[src/rtl/uart_pkg.sv]
// rtl/uart_pkg.sv - shared UART FSM encoding, bit-period and parity helpers
package uart_pkg;

  typedef enum logic [2:0] {
    IDLE   = 3'd0,
    START  = 3'd1,
    DATA   = 3'd2,
    PARITY = 3'd3,
    STOP   = 3'd4
  } uart_fsm_t;

  localparam int PAR_NONE = 0;
  localparam int PAR_EVEN = 1;
  localparam int PAR_ODD  = 2;

  function automatic int uart_div(input int clk_freq, input int datarate);
    return clk_freq / datarate;
  endfunction

  function automatic logic uart_parity(input logic [7:0] data, input int databits,
                                       input int paritybit);
    logic p;
    p = 1'b0;
    for (int i = 0; i < 8; i++) begin
      if (i < databits) p = p ^ data[i];
    end
    return (paritybit == PAR_ODD) ? ~p : p;
  endfunction

endpackage

[src/rtl/uart_tx_fifo.sv]
// rtl/uart_tx_fifo.sv - synchronous transmit FIFO, registered storage, no bypass
module uart_tx_fifo #(
  parameter int DEPTH = 4,
  parameter int WIDTH = 8
) (
  input  logic             clk_i,
  input  logic             rst_i,
  input  logic             push_i,
  input  logic [WIDTH-1:0] data_i,
  input  logic             pop_i,
  output logic [WIDTH-1:0] data_o,
  output logic             full_o,
  output logic             empty_o
);

  localparam int AW = $clog2(DEPTH);

  logic [AW:0]      r_wptr;
  logic [AW:0]      r_rptr;
  logic [WIDTH-1:0] r_mem [DEPTH];
  logic             w_wr;
  logic             w_rd;

  // Pointers carry one extra wrap bit so full and empty are distinguishable.
  assign empty_o = (r_wptr == r_rptr);
  assign full_o  = (r_wptr[AW] != r_rptr[AW]) && (r_wptr[AW-1:0] == r_rptr[AW-1:0]);
  assign w_wr    = push_i & ~full_o;
  assign w_rd    = pop_i & ~empty_o;
  assign data_o  = r_mem[r_rptr[AW-1:0]];

  always_ff @(posedge clk_i) begin
    if (rst_i) begin
      r_wptr <= '0;
      r_rptr <= '0;
    end else begin
      if (w_wr) r_wptr <= r_wptr + 1'b1;
      if (w_rd) r_rptr <= r_rptr + 1'b1;
    end
  end

  always_ff @(posedge clk_i) begin
    if (w_wr) r_mem[r_wptr[AW-1:0]] <= data_i;
  end

endmodule

[src/rtl/uart_tx.sv]
// rtl/uart_tx.sv - UART transmitter: byte FIFO in, start/data/parity/stop frames out
module uart_tx
  import uart_pkg::*;
#(
  parameter int    CLK_FREQ   = 100_000_000,
  parameter int    DATARATE   = 9600,
  parameter int    STOPBITS   = 1,
  parameter int    DATABITS   = 8,
  parameter string PARITYBIT  = "NONE",
  parameter int    FIFO_DEPTH = 4
) (
  input  logic       clk_i,
  input  logic       rst_i,
  input  logic [7:0] data_i,
  input  logic       valid_i,
  output logic       ready_o,
  output logic       tx_o,
  output logic       busy_o
);

  localparam int DIV      = uart_div(CLK_FREQ, DATARATE);
  localparam int PAR_MODE = (PARITYBIT == "EVEN") ? PAR_EVEN :
                            (PARITYBIT == "ODD")  ? PAR_ODD  : PAR_NONE;
  localparam int STOP_CYC = STOPBITS * DIV;
  localparam int CW       = $clog2(STOP_CYC);

  if (DIV < 2) begin : g_bad_div
    $error("uart_tx: CLK_FREQ/DATARATE must be at least 2");
  end
  if (DATABITS < 5 || DATABITS > 8) begin : g_bad_databits
    $error("uart_tx: DATABITS must be 5..8");
  end
  if (STOPBITS < 1 || STOPBITS > 2) begin : g_bad_stopbits
    $error("uart_tx: STOPBITS must be 1 or 2");
  end
  if (FIFO_DEPTH < 2 || (FIFO_DEPTH & (FIFO_DEPTH - 1)) != 0) begin : g_bad_depth
    $error("uart_tx: FIFO_DEPTH must be a power of 2, at least 2");
  end

  uart_fsm_t     r_state;
  logic [CW-1:0] r_clk_cnt;
  logic [2:0]    r_bit_cnt;
  logic [7:0]    r_sr;
  logic          r_par;
  logic          r_tx;

  logic          w_full;
  logic          w_empty;
  logic          w_push;
  logic          w_pop;
  logic [7:0]    w_fifo_data;
  logic          w_bit_end;
  logic          w_stop_end;

  assign w_push     = valid_i & ~w_full;
  assign w_bit_end  = (r_clk_cnt == CW'(DIV - 1));
  assign w_stop_end = (r_clk_cnt == CW'(STOP_CYC - 1));
  assign w_pop      = ((r_state == IDLE) || (r_state == STOP && w_stop_end)) && !w_empty;

  uart_tx_fifo #(
    .DEPTH (FIFO_DEPTH),
    .WIDTH (8)
  ) u_fifo (
    .clk_i   (clk_i),
    .rst_i   (rst_i),
    .push_i  (w_push),
    .data_i  (data_i),
    .pop_i   (w_pop),
    .data_o  (w_fifo_data),
    .full_o  (w_full),
    .empty_o (w_empty)
  );

  // r_tx is loaded with the level of the bit being entered, so each level
  // appears on the pin the cycle after the transition that selects it.
  always_ff @(posedge clk_i) begin
    if (rst_i) begin
      r_state   <= IDLE;
      r_clk_cnt <= '0;
      r_bit_cnt <= '0;
      r_sr      <= '0;
      r_par     <= 1'b0;
      r_tx      <= 1'b1;
    end else begin
      case (r_state)
        IDLE: begin
          if (w_pop) begin
            r_sr      <= w_fifo_data;
            r_par     <= uart_parity(w_fifo_data, DATABITS, PAR_MODE);
            r_clk_cnt <= '0;
            r_bit_cnt <= '0;
            r_tx      <= 1'b0;
            r_state   <= START;
          end
        end
        START: begin
          if (w_bit_end) begin
            r_clk_cnt <= '0;
            r_tx      <= r_sr[0];
            r_state   <= DATA;
          end else begin
            r_clk_cnt <= r_clk_cnt + 1'b1;
          end
        end
        DATA: begin
          if (w_bit_end) begin
            r_clk_cnt <= '0;
            if (r_bit_cnt == 3'(DATABITS - 1)) begin
              if (PAR_MODE != PAR_NONE) begin
                r_tx    <= r_par;
                r_state <= PARITY;
              end else begin
                r_tx    <= 1'b1;
                r_state <= STOP;
              end
            end else begin
              r_bit_cnt <= r_bit_cnt + 3'd1;
              r_sr      <= r_sr >> 1;
              r_tx      <= r_sr[1];
            end
          end else begin
            r_clk_cnt <= r_clk_cnt + 1'b1;
          end
        end
        PARITY: begin
          if (w_bit_end) begin
            r_clk_cnt <= '0;
            r_tx      <= 1'b1;
            r_state   <= STOP;
          end else begin
            r_clk_cnt <= r_clk_cnt + 1'b1;
          end
        end
        STOP: begin
          if (w_stop_end) begin
            r_clk_cnt <= '0;
            if (w_pop) begin
              r_sr      <= w_fifo_data;
              r_par     <= uart_parity(w_fifo_data, DATABITS, PAR_MODE);
              r_bit_cnt <= '0;
              r_tx      <= 1'b0;
              r_state   <= START;
            end else begin
              r_state <= IDLE;
            end
          end else begin
            r_clk_cnt <= r_clk_cnt + 1'b1;
          end
        end
        default: begin
          r_state <= IDLE;
          r_tx    <= 1'b1;
        end
      endcase
    end
  end

  assign tx_o    = r_tx;
  assign ready_o = ~w_full;
  assign busy_o  = ~w_empty | (r_state != IDLE);

endmodule

[config.mk]
export PLATFORM = sky130hd
export DESIGN_NAME = uart_tx
export DESIGN_NICKNAME = d
export VERILOG_FILES = /design/src/rtl/uart_pkg.sv /design/src/rtl/uart_tx_fifo.sv /design/src/rtl/uart_tx.sv
export SDC_FILE = /design/constraint.sdc
export NUM_CORES = 1
export LEC_CHECK = 0
export CAP_MARGIN = 15
export CORE_MARGIN = 5
export CORE_UTILIZATION = 40
export DETAILED_ROUTE_END_ITERATION = 10
export DONT_BUFFER_PORTS = 1
export PLACE_DENSITY = 0.58
export SYNTH_ARGS = -nofsm -noshare
export SYNTH_HDL_FRONTEND = slang
export SYNTH_SLANG_ARGS = --single-unit
[constraint.sdc]
create_clock -name clk_i -period 1.9 [get_ports clk_i]
set_input_delay 0.38 -clock clk_i [delete_from_list [all_inputs] [get_ports clk_i]]
set_output_delay 0.38 -clock clk_i [all_outputs]
set_load 0.01 [all_outputs]
## Word level (Yosys, flattened, before mapping)

Memories as Yosys holds them, arrays and structs flattened. A register that Yosys moved wholly into a read port is not among the register bits.
Cells that the tools add are included.

- Add/sub/neg operators: 4
- Equality and inequality tests: 16
- Muxes and demuxes: 32
- Bitwise gates (word level): 6
- Reduce and logical (&&, ||, !) cells: 14

Operators with widths:

| kind | number |
|---|---|
| 8-bit 2-to-1 mux | 4 |
| 3-bit 2-to-1 mux | 10 |
| 14-bit 2-to-1 mux | 2 |
| 14-bit case mux with 2 select lines | 1 |
| 8-bit case mux with 3 select lines | 1 |
| 3-bit case mux with 5 select lines | 1 |
| 14-bit by 1-bit adder with 14-bit output, second input constant | 1 |
| 14-bit == test, second input constant | 1 |
| 2-bit inequality test, second input constant | 6 |
| 3-bit by 1-bit adder with 3-bit output, second input constant | 3 |
| 1-bit 2-to-1 mux | 9 |
| 3-bit case mux with 3 select lines | 1 |
| 4-bit AND reduction | 2 |
| 3-bit by 2-bit == test with 1-bit output, second input constant | 2 |
| 3-bit == test, second input constant | 2 |
| 6-bit AND reduction | 1 |
| 3-bit nonzero test | 2 |
| 1-bit case mux with 5 select lines | 1 |
| 2-bit 2-to-1 mux | 2 |
| 4-bit OR reduction | 1 |
| 1-bit AND | 3 |
| 3-bit by 1-bit == test with 1-bit output, second input constant | 1 |
| 3-bit == test | 1 |
| 1-bit logical AND | 3 |
| 10 further kinds | 11 |

- Flip-flop bits (word level): 35
- Bits in writable memories: 32
- Input bits: 11
- Output and inout port bits: 3
- Logic and storage cells: 80
- Memories: 1

Memories:

| name | depth | bits a word | read ports | clocked after memory_dff | write ports | line | RTL |
|---|---|---|---|---|---|---|---|
| u_fifo.r_mem | 4 | 8 | 1 | 1 | 1 | uart_tx_fifo.sv:20 | `logic [WIDTH-1:0] r_mem [DEPTH];` |

## Logic depth before layout (Yosys ltp)

Gate-level depths: netlist (run 1).

- Word-level depth: 7
- Depth in mapped cells: 8
- Mapped depth without buffers: 6

## Modules after synthesis

A second synthesis (run 1) with hierarchy kept.

- Cell total of the unflattened synthesis: 292
- Area, all modules: 3333.2 µm²

By module, submodules not included:

| module | instances | cells an instance | area an instance (µm²) | seq. area each (µm²) |
|---|---|---|---|---|
| uart_tx_fifo | 1 | 110 | 1731.7 | 1121.1 |
| uart_tx | 1 | 182 | 1601.5 | 580.6 |

## Worst setup path after synthesis (run 1)

No wires, ideal clock.

- Path kind: register to register
- Start: reg r_clk_cnt[0]
- End: reg r_bit_cnt[0]
- Library setup time: 128 ps
- Data arrival time: 1837 ps
- Path slack: -64 ps
- Cell stages (with the launch flop): 9
- Path through: dfxtp_1 ha_1 and4_1 nand4_1 o32a_1 buf_4 buf_4 a31oi_1 nor2_1

- Word-level cells in the longest chain between the ends: 7
- Elaborated cells between the ends (all ways): 10
- Classes of those cells: eq/ne (3); mux (3); reduce/logical (4)

Ends and longest elaborated chain:

| what | line | RTL |
|---|---|---|
| start, declared | uart_tx.sv:41 | `logic [CW-1:0] r_clk_cnt;` |
| start signal, assigned | uart_tx.sv:102 | `r_clk_cnt <= r_clk_cnt + 1'b1;` |
| start signal, assigned | uart_tx.sv:122 | `r_clk_cnt <= r_clk_cnt + 1'b1;` |
| start signal, assigned | uart_tx.sv:131 | `r_clk_cnt <= r_clk_cnt + 1'b1;` |
| 14-bit == test (*) | uart_tx.sv:56, uart_tx.sv:57 |  |
| 1-bit logical AND | uart_tx.sv:58 | `assign w_pop = ((r_state == IDLE) \|\| (r_state == STOP && w_stop_end)) && !w_empty;` |
| 1-bit logical OR | uart_tx.sv:58 |  |
| 1-bit logical AND | uart_tx.sv:58 |  |
| 3-bit 2-to-1 mux (2 in series) | -- |  |
| 3-bit case mux with 3 select lines | -- |  |
| end signal, assigned | uart_tx.sv:117 | `r_bit_cnt <= r_bit_cnt + 3'd1;` |
| end, declared | uart_tx.sv:42 | `logic [2:0] r_bit_cnt;` |

Mark *: on every way between the ends. The rest lies on a longest branch, timed or not. The select of a mux whose other input is x is not followed.
A chain may end at the register's enable or synchronous reset.

## Final worst setup path (run 1)

- Start: reg r_clk_cnt[10]
- End: reg r_sr[2]

- Word-level cells in the longest chain between the ends: 7
- Elaborated cells between the ends (all ways): 10
- Classes of those cells: eq/ne (3); mux (3); reduce/logical (4)

Ends and longest elaborated chain:

| what | line | RTL |
|---|---|---|
| 14-bit == test (*) | uart_tx.sv:56, uart_tx.sv:57 |  |
| 1-bit logical AND | uart_tx.sv:58 |  |
| 1-bit logical OR | uart_tx.sv:58 |  |
| 1-bit logical AND | uart_tx.sv:58 |  |
| 8-bit 2-to-1 mux (2 in series) | -- |  |
| 8-bit case mux with 3 select lines | -- |  |
| end signal, assigned | uart_tx.sv:88 | `r_sr <= w_fifo_data;` |
| end signal, assigned | uart_tx.sv:118 | `r_sr <= r_sr >> 1;` |
| end signal, assigned | uart_tx.sv:138 | `r_sr <= w_fifo_data;` |
| end, declared | uart_tx.sv:43 | `logic [7:0] r_sr;` |

Marks and branches as above.

==> metrics, run 1 <==
hold path depth 1; fill cell count around 670; Final Worst Setup Slack -96.68 ps; P_leak 1.397 nW; pre-CTS WS -158.3 ps; Inserted Clock Buffers 9; Setup CP Type flip-flop to flip-flop; largest net degree at the start of global routing 38; vias in the first global route approximately 2100; YS warnings 0; nets 330; utilization after layout 51.77%; DR iter-0 viols 78; Placer Congestion 0.7818; area growth from synthesis to layout 27.22%; Post-synth EDFFs 32; Starting Density 40.69%; global-route wire length before repair 10700 um; Tot GR Track Use around 14%; Port Buffers 0; Fin Setup TNS -781.8 ps; # setup viols final 13; reg2reg end r_sr[2]; Ant. Diodes 0; Syn Area/Cell 11.57 um2; CP max stage cell o32a_4; crit end category flip-flop; Rows 32; ys async rst share 0%; startpoint types flip-flop; worst reg2reg startpoint r_clk_cnt[10]; fin cells 418; share of cells above drive strength 1 32.59%; dominant synthesized flop cell dfxtp_1; pwr dens 1333 mW/mm2; outcome finished with violations; maximum clock frequency 0.5008 GHz; routed length per instance roughly 16 um; Tightest Hold Check Type input port to flip-flop; sequential-to-total area share from yosys stat between 50 and 60%; Die Height 98.20 um; Placed Area 0.003495 mm2; Chip Width 98.20 um; # DRC 0; worst hold margin 83.21 ps; Routed Wire Length 6681 um; Vias 2285; max incr delay on CP 350 ps; critical-path cell list nor4bb_2 > nand4_1 > buf_4 > o32a_4 > buf_12 > a221oi_2 > a311oi_1; WP data required ~2100 ps; Yosys reg bits 69; final cycle utilization of the critical path 105.1%; first-pass iteration count of the detailed router 5; max-slew violation count 0; DIE AREA 0.009643 mm2; grt ovf 0; H-tree depth 3; slew margin rel. 61.19%; R2R cell count 7; Max IR drop VDD about 0.00066 V; antenna viol nets, final 0; # Max-Cap Violations 0; Final Hold Viols 0; Setup crit start r_clk_cnt[10]; Cells after Synth 269; clock tree buffer depth 2; crit path to r_sr[2]; Post-Syn Nets ~290; area of the mapped netlist just over 0.003 mm2; RSZ-0062 raised after global routing yes; initial antenna violation count 0; WP data arrival 2230 ps; post-route minimum period ~2000 ps; Via-to-Cell Ratio 5.467; failing checks setup timing; post-DP HPWL 4385 um; pin slew with the least headroom to its limit 582.2 ps; CTS tree built; Power Total roughly 5.3 mW; CTS Root Cell clkbuf_8; core area 0.007647 mm2; Sink Count 69; crit path max fanout 5; clock skew between 15 and 20 ps; Synth cell types 50; Worst-Skew Late Latency 350 ps; final instance area 0.003959 mm2; register clock-pin slew on the reported worst setup and hold paths approximately 80 ps; I/O pins 14; flop-to-flop setup slack -100 ps; Placed Cells 397
==> cells in the mapped netlist, types with 3 or more instances <==
master    number  area [um2]
nand3_1        7       35.03
nor3b_1        3       22.52
nor4_1         3       18.77
clkbuf_1       9       33.78
a21oi_1       16       80.08
nand2_1        9       33.78
and2_1        12       75.07
and3_1         3       18.77
xor2_1         4       35.03
mux4_2         8       180.2
dfxtp_1       37       740.7
inv_1         13       48.80
ha_1           8       100.1
buf_2          4       20.02
nor2_1        21       78.83
a311oi_1      12       105.1
nor3_1         4       20.02
edfxtp_1      32       960.9
or3_1          3       18.77
xnor2_1        5       43.79
o211ai_1       3       22.52
o21ai_0        8       40.04
a221oi_1       7       61.31
nand4_1        6       37.54
==> power by group <==
group          leakage (nW)  switching, mW  total (mW)  internal (mW)
combinational         0.706           1.08        2.24           1.16
sequential            0.597          0.159        1.90           1.74
clock                0.0947          0.630        1.14          0.507
total                  1.40           1.87        5.28           3.41
==> sequential cells by signal, summed over array words and instances, names as in the netlist, named ones only <==
| name | count |
|---|---|
| u_fifo.r_mem | 32 |
| r_bit_cnt | 3 |
| r_state | 3 |
| u_fifo.r_rptr | 3 |
| u_fifo.r_wptr | 3 |
| r_sr | 8 |
| tx_o | 1 |
| r_clk_cnt | 14 |
==> critical path, delay by kind of cell, from the launching register on <==
kind                   cells  cell delay [ps]
buffers and inverters      2              350
flip-flops                 1              340
AO/OA/AOI/OAI              3              660
AND/OR/NAND/NOR            2              540
==> kinds of logic after synthesis <==
group | share of synthesized area, %
AOI/OAI and AO/OA | 14.56
xor gates and xnor gates | 2.533
muxes | 6.433
adders and majority gates | 3.217
buffers and inverters | 4.262
DFF | 54.68
and+or+nand+nor | 14.32
==> layout make-up <==
class / instances / area, um2 / area share, %
flip-flops and latches: 69 / 1705 / 43.08
multi-input cells: 170 / 1461 / 36.92
repair buffers: 48 / 426.7 / 10.78
well taps: 102 / 127.6 / 3.224
clock buffers: 9 / 123.9 / 3.129
clock inverters: 7 / 65.06 / 1.643
inverters: 13 / 48.80 / 1.233
==> what timing repair did <==
action,CTS,global route
endpoints found under the setup margin,20,25
gates resized for setup,12,23
gates cloned,0,2
pin swaps,3,6
buffers inserted,3,0
hold buffers,0,0
==> cell usage in the layout (no fill, tap or decap), types with 9 or more instances in the layout <==
cell,n
buf_4,41
dfxtp_1,34
edfxtp_1,32
nor2_1,21
inv_1,13
a21oi_1,13
and2_1,12
a311oi_1,12
nand2_1,9
clkbuf_8,9
==> worst min path at each step <==
stage / endpoint / from
6_report: r_bit_cnt[1] / rst_i
5_1_grt: r_bit_cnt[2] / rst_i
4_1_cts: r_clk_cnt[9] / rst_i
3_5_place_dp: r_sr[3] / r_sr[3]
3_3_place_gp: r_sr[4] / r_sr[4]
2_1_floorplan: r_sr[7] / r_sr[7]
==> layer usage <==
layer	share of wire, %	up-vias	track usage, %
met3	6.4	5	5.286
met4	0.67	0	4.097
met5	0	-	0
met2	48	46	20.58
li1	-	1115	-
met1	45	1119	18.84
No activity file was read; power rests on OpenSTA's default activity.
==> run 2: changes to the inputs <==
--- a/config.mk
+++ b/config.mk
@@ -8,6 +8,7 @@
 export CAP_MARGIN = 15
 export CORE_MARGIN = 5
 export CORE_UTILIZATION = 40
+export CTS_CLUSTER_DIAMETER = 30
 export DETAILED_ROUTE_END_ITERATION = 10
 export DONT_BUFFER_PORTS = 1
 export PLACE_DENSITY = 0.58
==> results of run 2 <==
Final layout, timing and power as in run 1 (identical DEF).
